--- config.mk ---
export PLATFORM = sky130hd
export DESIGN_NAME = sw_debounce
export DESIGN_NICKNAME = d
export VERILOG_FILES = /design/src/rtl/sw_debounce_pkg.sv /design/src/rtl/sw_debounce_bit.sv /design/src/rtl/sw_debounce.sv
export SDC_FILE = /design/constraint.sdc
export NUM_CORES = 1
export LEC_CHECK = 0
export CAP_MARGIN = 5
export CORE_MARGIN = 10
export CORE_UTILIZATION = 55
export CTS_CLUSTER_DIAMETER = 120
export DETAILED_ROUTE_END_ITERATION = 6
export HOLD_SLACK_MARGIN = 0.03
export PLACE_DENSITY = 0.74
export SYNTH_ARGS = -nofsm -noshare
export SYNTH_HDL_FRONTEND = slang
export SYNTH_SLANG_ARGS = --single-unit
--- constraint.sdc ---
create_clock -name clock -period 2.8 [get_ports clock]
set_input_delay 0.28 -clock clock [delete_from_list [all_inputs] [get_ports clock]]
set_output_delay 0.28 -clock clock [all_outputs]
set_load 0.05 [all_outputs]
--- src/rtl/sw_debounce_pkg.sv ---
// Shared definitions for the switch debouncer: per-bit FSM encodings,
// default parameter values and the counter-width helper.
`timescale 1ns/1ps
package sw_debounce_pkg;

  // Per-bit debounce FSM encodings.
  localparam logic [0:0] ST_IDLE  = 1'b0;
  localparam logic [0:0] ST_COUNT = 1'b1;

  // Default number of debounced switches.
  localparam int unsigned N_SW_DEFAULT = 4;

  // Default number of consecutive stable synchronized samples needed to
  // accept a change (about 10 ms at 100 MHz).
  localparam int unsigned DB_CYCLES_DEFAULT = 1000000;

  // The counter only has to reach DB_CYCLES-1, so clog2(DB_CYCLES) bits
  // are enough.  The floor of 1 keeps the vector legal for tiny values.
  function automatic int unsigned db_cnt_width(input int unsigned cycles);
    if (cycles < 2) begin
      return 1;
    end
    return $clog2(cycles);
  endfunction

endpackage

--- src/rtl/sw_debounce_bit.sv ---
// One debounced switch: 2-flop synchronizer, IDLE/COUNT acceptance FSM
// with a stability counter, and registered rise/fall pulses.
//
// A change on the synchronized level is accepted on the DB_CYCLES-th
// consecutive edge at which it disagrees with the debounced level.  Any
// agreeing sample in between drops the FSM back to IDLE and restarts the
// count, so the counter never wraps.  o_change_d is the next-state value
// of (rise | fall) so the parent can register the combined valid pulse in
// the same cycle as the per-bit pulses.
`timescale 1ns/1ps
module sw_debounce_bit
  import sw_debounce_pkg::*;
#(
  parameter int unsigned DB_CYCLES = DB_CYCLES_DEFAULT
) (
  input  logic       clock,
  input  logic       i_reset,
  input  logic       i_sw,
  output logic       o_sw,
  output logic       o_rise,
  output logic       o_fall,
  output logic       o_change_d,
  output logic [0:0] o_state
);

  localparam int unsigned CW = db_cnt_width(DB_CYCLES);
  localparam logic [CW-1:0] CNT_ONE  = CW'(1);
  localparam logic [CW-1:0] CNT_LAST = CW'(DB_CYCLES - 1);

  logic          sync1_q;
  logic          sync2_q;
  logic [0:0]    state_q, state_d;
  logic [CW-1:0] cnt_q, cnt_d;
  logic          sw_q, sw_d;
  logic          rise_q, rise_d;
  logic          fall_q, fall_d;
  logic          differ;

  // Synchronized level disagrees with the currently accepted level.
  assign differ = (sync2_q != sw_q);

  // Two-stage synchronizer; only the second stage is used downstream.
  always_ff @(posedge clock) begin
    if (i_reset) begin
      sync1_q <= 1'b0;
      sync2_q <= 1'b0;
    end else begin
      sync1_q <= i_sw;
      sync2_q <= sync1_q;
    end
  end

  // Next-state logic: count consecutive disagreeing samples, accept on the last.
  always_comb begin
    state_d = state_q;
    cnt_d   = cnt_q;
    sw_d    = sw_q;
    rise_d  = 1'b0;
    fall_d  = 1'b0;
    case (state_q)
      ST_IDLE: begin
        cnt_d = '0;
        if (differ) begin
          // This edge is the first disagreeing sample.
          state_d = ST_COUNT;
          cnt_d   = CNT_ONE;
        end
      end
      ST_COUNT: begin
        if (!differ) begin
          // Bounced back to the accepted level: abandon the count.
          state_d = ST_IDLE;
          cnt_d   = '0;
        end else if (cnt_q == CNT_LAST) begin
          // DB_CYCLES-th consecutive disagreement: accept the new level.
          state_d = ST_IDLE;
          cnt_d   = '0;
          sw_d    = sync2_q;
          rise_d  = sync2_q;
          fall_d  = ~sync2_q;
        end else begin
          cnt_d = cnt_q + CNT_ONE;
        end
      end
      default: begin
        state_d = ST_IDLE;
        cnt_d   = '0;
      end
    endcase
  end

  // FSM, counter, debounced level and edge pulses.
  always_ff @(posedge clock) begin
    if (i_reset) begin
      state_q <= ST_IDLE;
      cnt_q   <= '0;
      sw_q    <= 1'b0;
      rise_q  <= 1'b0;
      fall_q  <= 1'b0;
    end else begin
      state_q <= state_d;
      cnt_q   <= cnt_d;
      sw_q    <= sw_d;
      rise_q  <= rise_d;
      fall_q  <= fall_d;
    end
  end

  assign o_sw       = sw_q;
  assign o_rise     = rise_q;
  assign o_fall     = fall_q;
  assign o_change_d = rise_d | fall_d;
  assign o_state    = state_q;

endmodule

--- src/rtl/sw_debounce.sv ---
// Multi-switch debouncer: N_SW independent debounce channels plus a
// registered "anything changed" strobe.
//
// Output handshake: o_valid is a one-cycle strobe, high exactly in the
// cycles where at least one bit of o_rise/o_fall is high (and o_sw has
// just taken its new value).  There is no back-pressure; a consumer must
// sample on every cycle o_valid is high.
//
// o_dbg_state exposes each channel's FSM state (1 = counting) for
// observation; it has no functional role.
`timescale 1ns/1ps
module sw_debounce
  import sw_debounce_pkg::*;
#(
  parameter int unsigned N_SW      = N_SW_DEFAULT,
  parameter int unsigned DB_CYCLES = DB_CYCLES_DEFAULT
) (
  input  logic            clock,
  input  logic            i_reset,
  input  logic [N_SW-1:0] i_sw,
  output logic [N_SW-1:0] o_sw,
  output logic [N_SW-1:0] o_rise,
  output logic [N_SW-1:0] o_fall,
  output logic            o_valid,
  output logic [N_SW-1:0] o_dbg_state
);

  logic [N_SW-1:0] change_d;
  logic            valid_q;

  // One independent debounce channel per switch.
  for (genvar g = 0; g < N_SW; g++) begin : g_bit
    sw_debounce_bit #(
      .DB_CYCLES (DB_CYCLES)
    ) u_bit (
      .clock      (clock),
      .i_reset    (i_reset),
      .i_sw       (i_sw[g]),
      .o_sw       (o_sw[g]),
      .o_rise     (o_rise[g]),
      .o_fall     (o_fall[g]),
      .o_change_d (change_d[g]),
      .o_state    (o_dbg_state[g])
    );
  end

  // Registered OR of all channel pulses, aligned with o_rise/o_fall.
  always_ff @(posedge clock) begin
    if (i_reset) begin
      valid_q <= 1'b0;
    end else begin
      valid_q <= |change_d;
    end
  end

  assign o_valid = valid_q;

endmodule

# Word level (Yosys, flattened, before mapping)
# Index checks and enable logic that the tools add are counted.
[classes] reduce_logical=5 bitwise=12 n_mux=56 eq_ne=8 n_addsub=4
[op_table] operator="20-bit 2-to-1 mux" count=8
[op_table] operator="20-bit case mux with 2 select lines" count=4
[op_table] operator="20-bit by 1-bit adder with 20-bit output (second input constant)" count=4
[op_table] operator="20-bit == test (second input constant)" count=4
[op_table] operator="1-bit 2-to-1 mux" count=40
[op_table] operator="3-bit AND reduction" count=4
[op_table] operator="1-bit inverter" count=8
[op_table] operator="1-bit case mux with 2 select lines" count=4
[op_table] operator="1-bit != test" count=4
[op_table] operator="1-bit bitwise OR" count=4
[op_table] operator="4-bit OR reduction" count=1
[totals] ff_bits=105 output_inout_bits=17 inputBits=6 word_cells=114

# Longest topological paths before layout
# Gate-level depths: netlist of the first run.
[logic_depth] ltp_word=6 mapped_depth=6 mapped_depth_nobuf=5

# By module
# Synthesis of the first run repeated with hierarchy kept, for this count alone.
[hier_totals] hier_cells=503 hier_area_um2=4609.4
[by_module_without_submodules] mod="sw_debounce_bit" seq_area_each_um2=520.5 area_each_um2=1144.8 cells_per_inst=125 n_inst=4
[by_module_without_submodules] mod="sw_debounce" seq_area_each_um2=20.0 area_each_um2=30.0 cells_per_inst=3 n_inst=1

# Least setup slack after synthesis of the first run
# Ideal clock, no wire load.
[synth_path] path_kind="reg2reg" start="register g_bit[3].u_bit.cnt_q[0]" end="register g_bit[3].u_bit.sw_q" setup_time_ps=71 required_ps=2729 setup_slack_ps=844 path_stages_with_launch=6 path_buffers=0 t_arrival_ps=1886 synth_period_minus_slack_ps=1956 path_cell_list="dfxtp_1 > ha_1 > inv_1 > or4_4 > or4_1 > a21oi_1"
[synth_between] elab_chain_len=2
[synth_rtl] item="from (decl)" line="sw_debounce_bit.sv:33" rtl="logic [CW-1:0] cnt_q, cnt_d;"
[synth_rtl] item="from (signal assigned)" line="sw_debounce_bit.sv:102" rtl="cnt_q <= cnt_d;"
[synth_rtl] item="20-bit == test" line="sw_debounce_bit.sv:74" rtl="end else if (cnt_q == CNT_LAST) begin"
[synth_rtl] item="3-bit AND reduction (no source line)"
[synth_rtl] item="to (signal assigned)" line="sw_debounce_bit.sv:103" rtl="sw_q <= sw_d;"
[synth_rtl] item="to (decl)" line="sw_debounce_bit.sv:34" rtl="logic sw_q, sw_d;"
# Every way passes these cells.
# A chain may end at the register's enable or synchronous reset.

# Worst setup path in the final report of the first run
[layout_path] start="register g_bit[0].u_bit.cnt_q[0]" end="register g_bit[0].u_bit.cnt_q[8]"
[layout_between] elab_chain_len=4 elab_cells_between_ends=5 classes_between="add/sub: 1; eq/ne: 1; mux: 3"
[layout_rtl] item="from (decl)" line="sw_debounce_bit.sv:33"
[layout_rtl] item="from (signal assigned)" line="sw_debounce_bit.sv:102"
[layout_rtl] item="20-bit by 1-bit adder with 20-bit output or 20-bit == test (tied branches)" line="sw_debounce_bit.sv:82, sw_debounce_bit.sv:74"
[layout_rtl] item="20-bit 2-to-1 mux (*)" line="sw_debounce_bit.sv:74"
[layout_rtl] item="20-bit 2-to-1 mux (*)" line="sw_debounce_bit.sv:70" rtl="if (!differ) begin"
[layout_rtl] item="20-bit case mux with 2 select lines (*)" line="sw_debounce_bit.sv:60" rtl="case (state_q)"
# Mark *: on every way between the ends. The rest lies on a longest branch, timed or not.

==> metrics.md, run 1 <==
| Metric | Value |
|---|---|
| GRT Total Usage | 13.9% |
| Fmax | 437 MHz |
| CTS Hold Bufs | 0 |
| Die area | 0.0125 mm^2 |
| Dpl cells | 622 |
| Startpoint Class | flop |
| Final Instance Count excl. Fillers | 638 |
| Global-route wire length before repair | 15.1 mm |
| Crit path kind | flop to flop |
| Worst skew pair latency | 0.35 ns |
| Critical-path cell list | ha_1, nand2_1, or4_1, o2111ai_1, buf_4, nor2_1 |
| Num CTS Buffers | 9 |
| Drt total wl | 8.69 mm |
| Seq/Total Area, Yosys | 45.4% |
| Layout cells sized above 1 | 5.82% |
| Detail Route Antenna Nets | 0 |
| Pwr Density | 472 mW/mm^2 |
| Max cap viols | 0 |
| Clk sinks | 105 |
| Final Setup Violations | 0 |
| Yosys Warn Count | 0 |
| 1st-iter DRT viols | 102 |
| CTS resizes | 0 |
| Outcome | complete, no violations |
| Vias in the first global route | 3316 |
| Routability congestion estimate | 0.788 |
| Final hold violation count | 0 |
| DRC violations left | 0 |
| Synthesized area | 0.00463 mm^2 |
| Final core utilization | 60.6% |
| Die Width | 112 um |
| Max VDD drop | 280 uV |
| Final setup TNS | 0 ns |
| Worst path buffer plus inverter count | 1 |
| Skew final | 0.00993 ns |
| Layout fillers | 721 |
| CP Capture Type | flop |
| Setup bufs post-CTS | 0 |
| Syn avg cell area | 8.83 um^2 |
| Grt total ovfl | 0 |
| Period utilisation layout | 81.7% |
| Die Ht | 112 um |
| Min-Delay Path Class | flop to flop |
| Top Family by Delay on Critical Path | simple AND/OR/NAND/NOR gates |
| CTS clk-pin slew, worst paths | 0.10 ns |
| NumNets Final | 538 |
| CTS tree | done |
| Routed len/inst | 13.6 um |
| Setup repair after global routing missed its margin | false |
| Max H-tree Level | 3 |
| Commonest register cell after synthesis | dfxtp_1 |
| Relative slew margins | 61.0% |
| Post-Syn Nets | 534 |
| CTS max path bufs | 2 |
| Most frequent cells in the layout | dfxtp_1 (105), nor2_1 (52), nand2_1 (34), a21oi_1 (31), nand3_1 (30) |
| Tot Pwr | 2.35 mW |
| Cell Rows | 33 |
| Worst-Margin Slew | 0.585 ns |
| EDFF count, synth | 0 |
| Detailed Place HPWL | 6.16 mm |
| Mapped Cells | 524 |
| Min Hold Slack | 0.451 ns |
| Antenna violations before repair | 0 |
| Req. time, crit path | 3.04 ns |
| Slew Viols, Final | 0 |
| R2r setup slk | 0.51 ns |
| Synthesis-to-finish area growth | 7.57% |
| Crit-path max cell delay | 0.56 ns |
| Pin count of the biggest net entering global routing | 22 |
| Share of flip-flops with an asynchronous set or reset | 0% |
| Worst-path fanout max | 14 |
| Antenna diodes | 0 |
| Vias | 3586 |
| Core ar. | 0.00822 mm^2 |
| Synth unique cells | 39 |
| Via density | 5.62 |
| Lkg Pwr | 1.45 nW |
| CTS root buffer | clkbuf_8 |
| Final min period | 2.29 ns |
| First-pass DRT Iterations | 4 |
| # IOs | 23 |
| Most common cell after layout, fill and taps aside | dfxtp_1 |
| Port bufs | 22 |
| Critical Path AT | 2.53 ns |
| Post-synthesis register bit count | 105 |
| Critical-path top delay cell | or4_1 |
| Initial Util | 56.3% |
## metrics by stage
stage          setup slack, ns  area [um^2]
4_1_cts                  0.504         4980
3_5_place_dp             0.511         4820
6_report                 0.513         4980
3_3_place_gp             0.594         4820
2_1_floorplan            0.844         4630
5_1_grt                  0.320         4980
## cell type report
class	instances	area, um^2	area share, %
flip-flops and latches	105	2100	42.2
well taps	105	131	2.64
clock inverters	6	35.0	0.704
multi-input cells	366	2250	45.2
repair buffers	28	265	5.33
clock buffers	10	128	2.56
inverters	18	67.6	1.36
## sequential cells by signal, summed over array words and instances, names as in the netlist
name and cells:
g_bit.u_bit.sync1_q 4, g_bit.u_bit.sync2_q 4, g_bit.u_bit.o_fall 4, g_bit.u_bit.o_sw 4
g_bit.u_bit.o_rise 4, g_bit.u_bit.cnt_q 80, g_bit.u_bit.o_state 4, o_valid 1
## routing by layer
layer  global-route usage [%]  part of all wire [%]  vias to the layer above
met1                     17.5                    48                     1674
li1                         -                     -                     1860
met5                        0                     0                        -
met2                     22.4                    47                       46
met4                     3.68                   1.0                        0
met3                     4.35                   4.1                        6
## path summary, 6_finish.rpt
path | from | depth (start not counted) | end
worst max register to register | g_bit[0].u_bit.cnt_q[0] | 6 | g_bit[0].u_bit.cnt_q[8]
worst min-delay path | g_bit[3].u_bit.sync1_q | 1 | g_bit[3].u_bit.sync2_q
worst max-delay path | g_bit[0].u_bit.cnt_q[0] | 6 | g_bit[0].u_bit.cnt_q[8]
worst min register to register | g_bit[3].u_bit.sync1_q | 1 | g_bit[3].u_bit.sync2_q
## synthesized netlist by cell type, types with 2 or more instances
master	number	area share (%)
o2111ai_1	3	0.57
nand2_1	34	2.8
o31ai_1	17	2.8
or3b_1	2	0.38
xor2_1	27	5.1
nor3_1	14	1.5
nor2_1	52	4.2
and3_1	4	0.54
or4_1	18	2.9
nand3b_1	3	0.49
ha_1	4	1.1
or4_4	3	0.73
buf_4	16	2.6
nor4_1	6	0.81
nand4b_1	2	0.38
and2_1	4	0.54
buf_2	8	0.86
or3_1	19	2.6
inv_1	18	1.5
a21oi_1	31	3.4
nor4bb_1	2	0.43
nand3_1	30	3.2
nand4_2	2	0.54
dfxtp_1	105	45
nor4b_1	7	1.3
or2_2	3	0.41
nor2b_1	9	1.2
xnor2_1	21	4.0
clkbuf_1	10	0.81
nand4_1	18	2.4
and4_1	6	1.1
o21ai_0	19	2.1
## cells by family after synthesis
family	share of synthesized area [%]
AO/OA/AOI/OAI	9.27
flip-flops	45.4
adder cells (fa/ha/maj)	1.08
XOR/XNOR	9.08
buffers and inverters	5.97
AND/OR/NAND/NOR	29.2
## power by group
group / internal [mW] / switching, mW / total, mW
clock: 0.318 / 0.485 / 0.803
combinational: 0.0170 / 0.0223 / 0.0393
sequential: 1.50 / 0.00717 / 1.51
total: 1.84 / 0.515 / 2.35
Power figures use the tool's default switching activity.
==> run 2, diff against run 1 <==
- CORE_UTILIZATION: 55 -> 54
- PLACE_DENSITY: 0.74 -> 0.76
- clock period: 2.8 -> 2 ns (I/O delays scaled with it)
==> metrics.md, run 2 (synthesis gave the netlist of run 1 again) <==
| Metric | Value |
|---|---|
| Via density | 5.62 (about the same) |
| Layout fillers | 729 (was 721) |
| Num CTS Buffers | 9 (unchanged) |
| Final hold violation count | 0 (unchanged) |
| Routed len/inst | 13.9 um (was 13.6 um) |
| Clk sinks | 105 (unchanged) |
| Crit path kind | flop to flop (unchanged) |
| Drt total wl | 9.22 mm (was 8.69 mm) |
| Die Ht | 113 um (was 112 um) |
| Pwr Density | 672 mW/mm^2 (was 472 mW/mm^2) |
| Final Instance Count excl. Fillers | 661 (was 638) |
| Lkg Pwr | 1.59 nW (was 1.45 nW) |
| Global-route wire length before repair | 15.8 mm (was 15.1 mm) |
| CTS Hold Bufs | 0 (unchanged) |
| CTS max path bufs | 2 (unchanged) |
| Worst-Margin Slew | 0.518 ns (was 0.585 ns) |
| First-pass DRT Iterations | 4 (unchanged) |
| Clock power frac | 37.9% (was 34.2%) |
| Detailed Place HPWL | 6.56 mm (was 6.16 mm) |
| Slew Viols, Final | 0 (unchanged) |
| Worst r2r path cells | 5 (was 6) |
| Period utilisation layout | 96.4% (was 81.7%) |
| Setup bufs post-CTS | 0 (unchanged) |
| Max H-tree Level | 3 (unchanged) |
| Skew final | 0.00948 ns (was 0.00993 ns) |
| Antenna violations before repair | 0 (unchanged) |
| Largest register by flop count | g_bit.u_bit.cnt_q (unchanged) |
| CTS tree | done (unchanged) |
| Req. time, crit path | 2.30 ns (was 3.04 ns) |
| Cell Int Power | 2.75 mW (was 1.84 mW) |
| Dpl cell area | 0.00498 mm^2 (was 0.00482 mm^2) |
| Power share of the sequential group | 60.3% (was 64.2%) |
| R2r setup slk | 0.07 ns (was 0.51 ns) |
| Switch share | 21.5% (was 21.9%) |
| CTS root buffer | clkbuf_8 (unchanged) |
| Fmax | 519 MHz (was 437 MHz) |
| Synthesis-to-finish area growth | 12.6% (was 7.57%) |
| Critical Path AT | 2.23 ns (was 2.53 ns) |
| Vias in the first global route | 3452 (was 3316) |
| Combinational share of power | 1.8% (was 1.7%) |
| CTS clk-pin slew, worst paths | 0.10 ns (about the same) |
| Final setup TNS | 0 ns (unchanged) |
| Worst-path fanout max | 5 (was 14) |
| CTS resizes | 0 (unchanged) |
| Max VDD drop | 399 uV (was 280 uV) |
| Outcome | complete, no violations (unchanged) |
| Die area | 0.0127 mm^2 (was 0.0125 mm^2) |
| Grt total ovfl | 0 (unchanged) |
| Startpoint Class | flop (unchanged) |
| Most common cell after layout, fill and taps aside | dfxtp_1 (unchanged) |
| Place WS | 0.0902 ns (was 0.511 ns) |
| Most frequent cells in the layout | dfxtp_1 (101), nor2_1 (52), nand2_1 (33), a21oi_1 (31), nand3_1 (30) (was dfxtp_1 (105), nor2_1 (52), nand2_1 (34), a21oi_1 (31), nand3_1 (30)) |
| Die Width | 113 um (was 112 um) |
| CP Capture Type | flop (unchanged) |
| Core ar. | 0.00830 mm^2 (was 0.00822 mm^2) |
| Cell Rows | 33 (unchanged) |
| Final Setup Violations | 0 (unchanged) |
| Max cap viols | 0 (unchanged) |
| Antenna diodes | 0 (unchanged) |
| Setup slack after layout | 0.0720 ns (was 0.513 ns) |
| NumNets Final | 561 (was 538) |
| Dpl cells | 644 (was 622) |
| Port bufs | 22 (unchanged) |
| P_sw | 0.754 mW (was 0.515 mW) |
| Worst hold endpoint | g_bit[0].u_bit.sync1_q (was g_bit[3].u_bit.sync2_q) |
| Final min period | 1.93 ns (was 2.29 ns) |
| Beginning of the worst hold path | i_sw[0] (was g_bit[3].u_bit.sync1_q) |
| GRT Total Usage | 14.4% (was 13.9%) |
| Initial Util | 55.8% (was 56.3%) |
| Detail Route Antenna Nets | 0 (unchanged) |
| Worst skew pair latency | 0.36 ns (was 0.35 ns) |
| FF-to-FF End | g_bit[1].u_bit.o_sw (was g_bit[0].u_bit.cnt_q[8]) |
| Routability congestion estimate | 0.801 (was 0.788) |
| Design area | 0.00521 mm^2 (was 0.00498 mm^2) |
| Max reg flops | 80 (unchanged) |
| 1st-iter DRT viols | 198 (was 102) |
| Vias | 3718 (was 3586) |
| Min-Delay Path Class | input port to flop (was flop to flop) |
| Critical R2R Launch | g_bit[1].u_bit.cnt_q[0] (was g_bit[0].u_bit.cnt_q[0]) |
| DRC violations left | 0 (unchanged) |
| Layout cells sized above 1 | 11.2% (was 5.82%) |
| Tot Pwr | 3.50 mW (was 2.35 mW) |
| # IOs | 23 (unchanged) |
| Hold path depth | 2 (was 1) |
| Pin count of the biggest net entering global routing | 22 (unchanged) |
| Relative slew margins | 65.0% (was 61.0%) |
## run 2: cell types whose count changed in the layout (fill, tap and decap cells not counted), moves of 2 or more
cell,before,now
o2111ai_2,0,2
clkinv_2,4,1
o2111ai_1,3,1
buf_4,6,28
or4_4,3,5
or4_1,18,16
dfxtp_1,105,101
dfxtp_2,0,4
## run 2: cell type report
cell class / instances / area [um^2] / share of cell area (%)
Tap cell: 105 / 131 / 2.52
Timing Repair Buffer: 51 / 435 / 8.36
Sequential cell: 105 / 2110 / 40.4
Clock inverter: 4 / 51.3 / 0.984
Multi-Input combinational cell: 366 / 2270 / 43.6
Clock buffer: 12 / 145 / 2.79
Inverter: 18 / 67.6 / 1.30
## run 2: per-stage QoR
stage | utilization, % | hold slack, ns
after floorplan | - | 0.272
after global placement | 60.0 | 0.418
after detailed placement | 60.0 | 0.434
after CTS | 62.4 | 0.380
after global routing | 62.8 | 0.384
final | 62.8 | 0.390
## run 2: worst max path at each step
stage	start	to	slack (ns)	depth (start not counted)
CTS	g_bit[1].u_bit.cnt_q[0]	g_bit[1].u_bit.cnt_q[6]	0.07	6
detailed placement	g_bit[1].u_bit.cnt_q[0]	g_bit[1].u_bit.cnt_q[6]	0.09	6
finish	g_bit[1].u_bit.cnt_q[0]	g_bit[1].u_bit.o_sw	0.07	5
global placement	g_bit[1].u_bit.cnt_q[0]	g_bit[1].u_bit.cnt_q[11]	0.14	6
global route	g_bit[1].u_bit.cnt_q[1]	g_bit[1].u_bit.o_sw	-0.02	5
floorplan	g_bit[3].u_bit.cnt_q[0]	g_bit[3].u_bit.o_sw	0.04	5
## run 2: critical path, stage by stage (launching register included)
cell,delay [ns]
dfxtp_1,0.35
ha_1,0.19
nand2_2,0.10
or4_4,0.55
or4_1,0.53
a21oi_1,0.15
## run 2: power by group through the flow
stage               combinational, mW  sequential, mW  clock (mW)
floorplan                      0.0358            2.16           0
global placement               0.0604            2.16           0
detailed placement             0.0620            2.16           0
CTS                            0.0624            2.11        1.36
global route                   0.0694            2.11        1.44
finish                         0.0628            2.11        1.33
## run 2: metal layers
layer	vias up	track usage, %	wire, um
met2	55	23.3	4380
met5	-	0	0
met3	11	3.62	341
met1	1746	18.2	4380
li1	1906	-	-
met4	0	4.99	114
==> run 3, diff against run 2 <==
- SLEW_MARGIN: unset -> 20
==> results of run 3 <==
No change in the layout: final DEF, timing and power equal those of run 2.
